`config.mk`:
```
export PLATFORM = sky130hd
export DESIGN_NAME = imem_loader
export DESIGN_NICKNAME = d
export VERILOG_FILES = /design/src/rtl/imem_loader.sv
export SDC_FILE = /design/constraint.sdc
export NUM_CORES = 1
export LEC_CHECK = 0
export CORE_ASPECT_RATIO = 2
export CORE_MARGIN = 3
export CORE_UTILIZATION = 68
export CTS_CLUSTER_DIAMETER = 80
export DETAILED_ROUTE_END_ITERATION = 12
export DONT_BUFFER_PORTS = 1
export PLACE_DENSITY = 0.83
export SLEW_MARGIN = 20
export SYNTH_ARGS = -nofsm -noshare
export SYNTH_HDL_FRONTEND = slang
export SYNTH_SLANG_ARGS = --single-unit
```
`constraint.sdc`:
```
create_clock -name clk -period 3.1 [get_ports clk]
set_input_delay 0.93 -clock clk [delete_from_list [all_inputs] [get_ports clk]]
set_output_delay 0.93 -clock clk [all_outputs]
set_load 0.01 [all_outputs]
```
`src/rtl/imem_loader.sv`:
```
// imem_loader: byte-stream front end for the instruction memory write port.
// Parses a 16-bit little-endian word-count header, assembles little-endian
// 32-bit words, writes them to consecutive word addresses from 0 and holds
// the core in reset until the whole program has landed.
module imem_loader #(
    parameter int DEPTH  = 512,
    parameter int ADDR_W = 32
) (
    input  logic              clk,
    input  logic              rst_n,
    input  logic              start,
    input  logic              byte_valid,
    input  logic [7:0]        byte_data,
    output logic              byte_ready,
    output logic              write_en,
    output logic [ADDR_W-1:0] address,
    output logic [31:0]       instr_in,
    output logic              cpu_hold,
    output logic              done,
    output logic              error,
    output logic [31:0]       checksum
);

    typedef enum logic [2:0] {
        HDR_LO,
        HDR_HI,
        DATA,
        WRITE,
        DONE,
        ERROR
    } state_t;

    // One extra bit so a header of 0xFFFF compares correctly against DEPTH.
    localparam logic [16:0] DEPTH_L = 17'(DEPTH);

    state_t              state_reg;
    logic [15:0]         count_reg;
    logic [15:0]         word_idx_reg;
    logic [1:0]          byte_idx_reg;
    logic [23:0]         word_reg;      // lanes 0..2; lane 3 goes straight to instr_in
    logic                byte_ready_reg;
    logic                write_en_reg;
    logic [ADDR_W-1:0]   address_reg;
    logic [31:0]         instr_in_reg;
    logic                cpu_hold_reg;
    logic                done_reg;
    logic                error_reg;
    logic [31:0]         checksum_reg;

    // Header value as it will be once the high byte in flight is taken.
    logic [15:0]         full_count;
    logic [15:0]         word_idx_next;

    assign full_count    = {byte_data, count_reg[7:0]};
    assign word_idx_next = word_idx_reg + 16'd1;

    // Loader FSM; every output is a register updated alongside the state.
    always_ff @(posedge clk or negedge rst_n) begin
        if (!rst_n) begin
            state_reg      <= HDR_LO;
            count_reg      <= '0;
            word_idx_reg   <= '0;
            byte_idx_reg   <= '0;
            word_reg       <= '0;
            byte_ready_reg <= 1'b1;
            write_en_reg   <= 1'b0;
            address_reg    <= '0;
            instr_in_reg   <= '0;
            cpu_hold_reg   <= 1'b1;
            done_reg       <= 1'b0;
            error_reg      <= 1'b0;
            checksum_reg   <= '0;
        end else begin
            write_en_reg <= 1'b0;
            case (state_reg)
                HDR_LO: begin
                    if (byte_valid) begin
                        count_reg[7:0] <= byte_data;
                        state_reg      <= HDR_HI;
                    end
                end
                HDR_HI: begin
                    if (byte_valid) begin
                        count_reg[15:8] <= byte_data;
                        if (full_count == 16'd0) begin
                            state_reg      <= DONE;
                            byte_ready_reg <= 1'b0;
                            cpu_hold_reg   <= 1'b0;
                            done_reg       <= 1'b1;
                        end else if ({1'b0, full_count} > DEPTH_L) begin
                            state_reg      <= ERROR;
                            byte_ready_reg <= 1'b0;
                            error_reg      <= 1'b1;
                        end else begin
                            state_reg    <= DATA;
                            byte_idx_reg <= '0;
                            word_idx_reg <= '0;
                        end
                    end
                end
                DATA: begin
                    if (byte_valid) begin
                        byte_idx_reg <= byte_idx_reg + 2'd1;
                        case (byte_idx_reg)
                            2'd0: word_reg[7:0]   <= byte_data;
                            2'd1: word_reg[15:8]  <= byte_data;
                            2'd2: word_reg[23:16] <= byte_data;
                            default: begin
                                state_reg      <= WRITE;
                                byte_ready_reg <= 1'b0;
                                write_en_reg   <= 1'b1;
                                address_reg    <= ADDR_W'(word_idx_reg);
                                instr_in_reg   <= {byte_data, word_reg};
                            end
                        endcase
                    end
                end
                WRITE: begin
                    checksum_reg <= checksum_reg ^ instr_in_reg;
                    word_idx_reg <= word_idx_next;
                    if (word_idx_next == count_reg) begin
                        state_reg    <= DONE;
                        cpu_hold_reg <= 1'b0;
                        done_reg     <= 1'b1;
                    end else begin
                        state_reg      <= DATA;
                        byte_ready_reg <= 1'b1;
                    end
                end
                DONE, ERROR: begin
                    // Re-arm: address and instr_in keep their last written values.
                    if (start) begin
                        state_reg      <= HDR_LO;
                        count_reg      <= '0;
                        word_idx_reg   <= '0;
                        byte_idx_reg   <= '0;
                        checksum_reg   <= '0;
                        done_reg       <= 1'b0;
                        error_reg      <= 1'b0;
                        cpu_hold_reg   <= 1'b1;
                        byte_ready_reg <= 1'b1;
                    end
                end
                default: begin
                    state_reg      <= HDR_LO;
                    byte_ready_reg <= 1'b1;
                    cpu_hold_reg   <= 1'b1;
                end
            endcase
        end
    end

    assign byte_ready = byte_ready_reg;
    assign write_en   = write_en_reg;
    assign address    = address_reg;
    assign instr_in   = instr_in_reg;
    assign cpu_hold   = cpu_hold_reg;
    assign done       = done_reg;
    assign error      = error_reg;
    assign checksum   = checksum_reg;

endmodule
```
# Word level (Yosys, flattened, before mapping)
# Cells that the tools add are included.
[op_classes]
n_lt_le_gt_ge = 1
reduce_logical = 25
n_bitwise = 4
add_sub_neg = 2
mux = 49
n_eq_ne = 20
[ops]
columns = ["operator", "n"]
rows = [
  ["2-to-1 mux 16 bit", 4],
  ["case mux 32 bit (2 select lines)", 1],
  ["case mux 16 bit (3 select lines)", 1],
  ["2-to-1 mux 32 bit", 1],
  ["case mux 8 bit (2 select lines)", 2],
  ["XOR 32 bit", 1],
  ["AND reduction 5 bit", 5],
  ["2-to-1 mux 3 bit", 8],
  ["!= test 2 bit (second input constant)", 11],
  ["2-to-1 mux 1 bit", 20],
  ["AND reduction 3 bit", 6],
  ["adder 16 x 1 -> 16 bit (second input constant)", 1],
  ["== test 16 bit", 1],
  ["greater-than comparator 16 x 10 -> 1 bit (second input constant)", 1],
  ["logical NOT 16 bit", 1],
  ["case mux 3 bit (5 select lines)", 1],
  ["2-to-1 mux 2 bit", 5],
  ["2-to-1 mux 8 bit", 1],
  ["AND reduction 7 bit", 1],
  ["== test 3 x 2 -> 1 bit (second input constant)", 2],
  ["== test 3 bit (second input constant)", 2],
  ["case mux 2 bit (3 select lines)", 1],
  ["AND reduction 6 bit", 1],
  ["nonzero test 2 bit", 3],
  ["16 further kinds", 20],
]
[totals]
inputBits = 12
regBits = 146
word_cells = 117

# Depth between registers and ports, before layout
[logic_depth]
ltp_word = 5
ltp_mapped = 9

# Worst setup path after synthesis
# OpenSTA, ideal clock, no wires.
[synth_timing]
path_type = "input-to-reg"
startpoint = "input byte_data[5]"
endpoint = "register word_idx_reg[9]"
stages = 8
n_path_buf = 1
slack_ns = 0.577
arrival_time_ns = 2.389
setup_ns = 0.134
path_cell_list = "nor4_1 -> nand2_1 -> or3b_4 -> a21oi_1 -> o22ai_2 -> buf_6 -> o21ai_0 -> o41ai_1"
[synth_between]
elab_chain_len = 3
word_cells_on_any_way = 5
cone_classes = "order compare (1); eq/ne (2); reduce/logical (2)"
[synth_rtl]
columns = ["element", "line", "rtl"]
rows = [
  ["start: declaration", "13", "input logic [7:0] byte_data,"],
  ["greater-than comparator 16 x 10 -> 1 bit / logical NOT 16 bit (equally long branches)", "90, 85", ""],
  ["!= test 2 bit (no source line)", "--", ""],
  ["AND reduction 5 bit (no source line) *", "--", ""],
  ["end signal: assignment", "120", "word_idx_reg <= word_idx_next;"],
  ["end: declaration", "38", "logic [15:0] word_idx_reg;"],
]
# Every way passes the cells marked *; elsewhere a longest branch is shown, timed or not.
# A chain may end at the register's enable or synchronous reset.

# Final worst setup path
[layout_timing]
startpoint = "register word_idx_reg[0]"
endpoint = "register done_reg (netlist: done)"
[layout_between]
elab_chain_len = 4
[layout_rtl]
columns = ["element", "line", "rtl"]
rows = [
  ["adder 16 x 1 -> 16 bit", "55", "assign word_idx_next = word_idx_reg + 16'd1;"],
  ["== test 16 bit", "121", "if (word_idx_next == count_reg) begin"],
  ["!= test 2 bit (no source line)", "--", ""],
  ["AND reduction 5 bit (no source line)", "--", ""],
  ["end signal: assignment", "70", "done_reg <= 1'b0;"],
  ["end signal: assignment", "124", "done_reg <= 1'b1;"],
  ["end signal: assignment", "138", "done_reg <= 1'b0;"],
  ["end: declaration", "46", "logic done_reg;"],
]
# No other way between the ends.

==> flow_results.org <==
** Worst setup path
- Data arrival at the endpoint of the critical path :: 3.00 ns
- Critical path class :: register to register
- Launching instance or port of the critical path :: word_idx_reg[0]$_DFFE_PN0P_
- In this run the worst path has a maximum fanout of 7.
- In this run the number of cells on the critical path is 8.
- Capture point of the worst reg-to-reg path :: done$_DFFE_PN0P_
- Walking the worst path, the cells encountered are ha_1 -> and2_2 -> and2_1 -> nand2_1 -> a2111oi_2 -> o2111ai_1 -> nor4_2 -> or3_1.
- The worst setup path is launched from a register.
- Internal reg-to-reg setup slack :: 0.46 ns
- Cell with the largest stage delay on the worst path :: sky130_fd_sc_hd__dfrtp_1
- Worst r2r path cells :: 8
- In this design, the stage delay of the slowest critical-path cell is 0.50 ns.
- Category of cells accounting for the largest share of critical-path delay :: simple AND/OR/NAND/NOR gates
- Worst Setup End Kind :: register
- Required arrival time at the worst endpoint :: 3.45 ns
- Following the worst setup path forward leads to its endpoint at done$_DFFE_PN0P_.
- In this run the critical register-to-register path is launched from word_idx_reg[0]$_DFFE_PN0P_.
- Together, buffers and inverters on the worst path number 0.

** Floorplanning
- The die covers 11200 um^2.
- Once the floorplan was initialized, standard cells occupied 70.8% of the core.
- After floorplanning, the core was divided into 50 placement rows.
- IO Count :: 113
- Width of the chip :: 76.4 um
- Vert. Die Dim :: 147 um
- Core area :: 9510 um^2

** Place
- Count of buffers from port buffering :: 0
- Gp weighted congestion :: 0.844
- Half-perimeter wire length after detailed placement :: 10.7 mm
- Once placement finished, the instance area stood at 6750 um^2.

** Synth
- Simple-Gate Fraction of Synth Area :: 14.3%
- Per-instance average area after synthesis :: 11.0 um^2
- Portion of the post-synthesis area used by sequential elements :: 54.3%
- For this run, asynchronously set or reset flops after synthesis account for 100%.
- The cell area that synthesis handed to floorplanning was 6730 um^2.
- The number of different library cells used by synthesis comes to 60.
- After synthesis, the largest family of logic cells by area is simple AND/OR/NAND/NOR gates.
- Adder-Cell Fraction of Synth Area :: 0.929%
- Number of synthesized flops with an enable pin :: 0
- For this run, the leading register cell type out of synthesis is sky130_fd_sc_hd__dfrtp_1.
- Multiplexer share of the synthesized area :: 11.2%
- Area fraction in compound gates after synthesis :: 8.03%
- After Yosys synthesis, XOR and XNOR cells account for 6.89% of the synthesized area.
- Synthesis handed over a netlist of 613 instances.
- Number of warnings printed during yosys synthesis :: 0
- After synthesis the netlist holds a flip-flop and latch count of 146.

** Clocking
- Number of post-CTS setup repair buffers :: 0
- The number of hold buffers added after CTS was 0.
- Clk sink count :: 146
- The tree is rooted in a sky130_fd_sc_hd__clkbuf_16.
- After clock tree synthesis, the clock-pin slew on the worst setup and hold paths is 0.06 ns.
- Number of gates resized after cts :: 0
- TritonCTS built the clock tree.
- Max Root-Sink Buffers :: 2
- In this run the number of H-tree levels came out at 4.
- Source-to-sink clock delay at the later pin of the worst-skew pair :: 0.42 ns
- Clock buffer count from CTS :: 17

** STA
- Fin. max-slew vios :: 0
- Final Critical Period :: 2.64 ns
- The worst pin sits at a relative slew slack of 53.8%.
- Final Hold Viols :: 0
- Period utilisation layout :: 85.2%
- Least-Margin Pin Slew :: 0.692 ns
- Final Setup Violations :: 0
- Total negative slack for setup checks :: 0 ns
- Setup repair after global routing left no endpoint under its margin.
- Top achievable clock speed :: 0.378 GHz
- Between clock sinks in the finished design, the worst skew comes to 0.00974 ns.

** Final layout
- Final antenna diode count :: 0
- Area occupied by multi-input gates :: 2860 um^2
- Compared with the post-synthesis result, the final layout area differs by 8.99%.
- Ratio of cells with drive above 1 in the final layout :: 19.1%
- Sequential cell area in the final layout :: 3660 um^2
- Filler instances :: 615
- Once layout is done, the placed cells without fillers occupy 7340 um^2.
- Number of nets in the finished design :: 622

** Detailed routing
- Post-DRT Antenna Nets :: 0
- 1st-iter DRT viols :: 417
- Final routed wirelength across all metal layers :: 15.4 mm
- Number of detailed-routing iterations run before antenna repair :: 7
- Average wire per cell in the routed design :: 20.5 um
- The routed layout has 4616 vias.
- Using the TritonRoute via totals, the vias-per-cell ratio works out to 6.17.
- Remaining routing DRC violations :: 0

** Run status
- The flow ran to the end, and the final reports show no timing, DRC or antenna violations.

** GRT
- The first global-routing pass estimated 25.2 mm of wire.
- Number of antenna violations at the first check in global routing :: 0
- Total routing resource utilization after global routing :: 29.1%
- Global route overflow :: 0
- Entering global routing, the biggest net connects 147 pins.
- The via count of the first global-routing pass is 4820.

** Flow run
- Reported max-cap violation count :: 0

** Power and ir drop
- Lkg Pwr :: 3.57 nW
- In this run the power density over the cells is 682 nW/um^2.
- Worst VDD drop :: 0.609 mV

** Min path
- Hold crit path type :: input pin to asynchronous set/reset pin
-- layout by cell type (no fill, tap or decap), types with 3 or more instances in the layout --
master,count
sky130_fd_sc_hd__o21ai_0,42
sky130_fd_sc_hd__clkbuf_16,17
sky130_fd_sc_hd__nand4_1,8
sky130_fd_sc_hd__nor2_1,55
sky130_fd_sc_hd__clkinvlp_4,3
sky130_fd_sc_hd__nor4_1,4
sky130_fd_sc_hd__xnor2_1,13
sky130_fd_sc_hd__and4_1,4
sky130_fd_sc_hd__and2_1,4
sky130_fd_sc_hd__nand2_1,85
sky130_fd_sc_hd__o31ai_1,7
sky130_fd_sc_hd__ha_1,5
sky130_fd_sc_hd__nand3_1,5
sky130_fd_sc_hd__and3_1,6
sky130_fd_sc_hd__conb_1,16
sky130_fd_sc_hd__dfrtp_1,144
sky130_fd_sc_hd__mux2_2,67
sky130_fd_sc_hd__xor2_1,40
sky130_fd_sc_hd__a31oi_1,3
sky130_fd_sc_hd__a22o_1,3
sky130_fd_sc_hd__inv_6,5
sky130_fd_sc_hd__nor3_1,7
sky130_fd_sc_hd__a21oi_1,11
sky130_fd_sc_hd__inv_1,8
sky130_fd_sc_hd__buf_4,3
-- layout make-up --
| type | count | area share [%] |
|---|---|---|
| Clock buffer | 19 | 6.04 |
| Clock inverter | 13 | 2.03 |
| Inverter | 8 | 0.409 |
| Tap cell | 130 | 2.22 |
| Multi-Input combinational cell | 428 | 38.9 |
| Sequential cell | 146 | 49.8 |
| Timing Repair Buffer | 4 | 0.580 |
-- report_power, final --
group / switching, W / total (W) / internal [W] / leakage, nW
registers: 0.000203 / 0.00225 / 0.00205 / 2.01
clock network: 0.000815 / 0.00203 / 0.00122 / 0.281
logic: 0.000461 / 0.000717 / 0.000256 / 1.28
-- synth_stat cells (3+ instances only) --
master / instances / area (um^2)
sky130_fd_sc_hd__a21oi_1: 11 / 55.1
sky130_fd_sc_hd__a22o_1: 3 / 26.3
sky130_fd_sc_hd__a31oi_1: 3 / 18.8
sky130_fd_sc_hd__and2_1: 4 / 25.0
sky130_fd_sc_hd__and3_1: 6 / 37.5
sky130_fd_sc_hd__and4_1: 4 / 35.0
sky130_fd_sc_hd__buf_1: 5 / 18.8
sky130_fd_sc_hd__buf_2: 5 / 25.0
sky130_fd_sc_hd__buf_4: 18 / 135
sky130_fd_sc_hd__clkbuf_1: 16 / 60.1
sky130_fd_sc_hd__dfrtp_1: 144 / 3600
sky130_fd_sc_hd__ha_1: 5 / 62.6
sky130_fd_sc_hd__inv_1: 8 / 30.0
sky130_fd_sc_hd__mux2_2: 67 / 754
sky130_fd_sc_hd__nand2_1: 86 / 323
sky130_fd_sc_hd__nand3_1: 5 / 25.0
sky130_fd_sc_hd__nand4_1: 8 / 50.1
sky130_fd_sc_hd__nor2_1: 55 / 206
sky130_fd_sc_hd__nor3_1: 8 / 40.0
sky130_fd_sc_hd__nor4_1: 4 / 25.0
sky130_fd_sc_hd__o21ai_0: 42 / 210
sky130_fd_sc_hd__o31ai_1: 7 / 52.6
sky130_fd_sc_hd__xnor2_1: 13 / 114
sky130_fd_sc_hd__xor2_1: 40 / 350
-- logic make-up (layout without fill, tap and decap cells) --
logic type               Yosys count  count (layout)
buffers and inverters             54              44
XOR/XNOR                          53              53
flip-flops                       146             146
AO/OA/AOI/OAI                     86              86
AND/OR/NAND/NOR                  201             201
other                              1              16
multiplexers                      67              67
adder cells (fa/ha/maj)            5               5
-- layer usage --
layer | vias up | GRT usage [%] | routed length [um]
met2 | 195 | 50.8 | 8390
met5 | - | 0 | 0
met3 | 68 | 7.36 | 836
met4 | 0 | 20.6 | 977
met1 | 2300 | 30.0 | 5160
li1 | 2053 | - | -
-- worst min-delay path by stage --
stage	end	startpoint	slack, ns
2_1_floorplan	word_reg[17]$_DFFE_PN0P_	word_reg[17]$_DFFE_PN0P_	0.45
3_3_place_gp	word_reg[17]$_DFFE_PN0P_	word_reg[17]$_DFFE_PN0P_	0.46
3_5_place_dp	word_reg[17]$_DFFE_PN0P_	word_reg[17]$_DFFE_PN0P_	0.48
4_1_cts	address[4]$_DFFE_PN0P_	rst_n	0.19
5_1_grt	address[4]$_DFFE_PN0P_	rst_n	0.19
6_report	checksum[8]$_DFFE_PN0P_	rst_n	0.21
-- through the flow --
stage	setup WS, ns	total power, W	util [%]	instances	hold slack [ns]
2_1_floorplan	0.577	0.00281	-	628	0.446
5_1_grt	0.366	0.00522	77.2	748	0.185
4_1_cts	0.517	0.00501	77.2	748	0.194
3_5_place_dp	0.175	0.00298	70.9	716	0.481
3_3_place_gp	0.278	0.00293	70.9	716	0.464
6_report	0.458	0.00500	77.2	748	0.208
(Power assumes the default switching activity.)
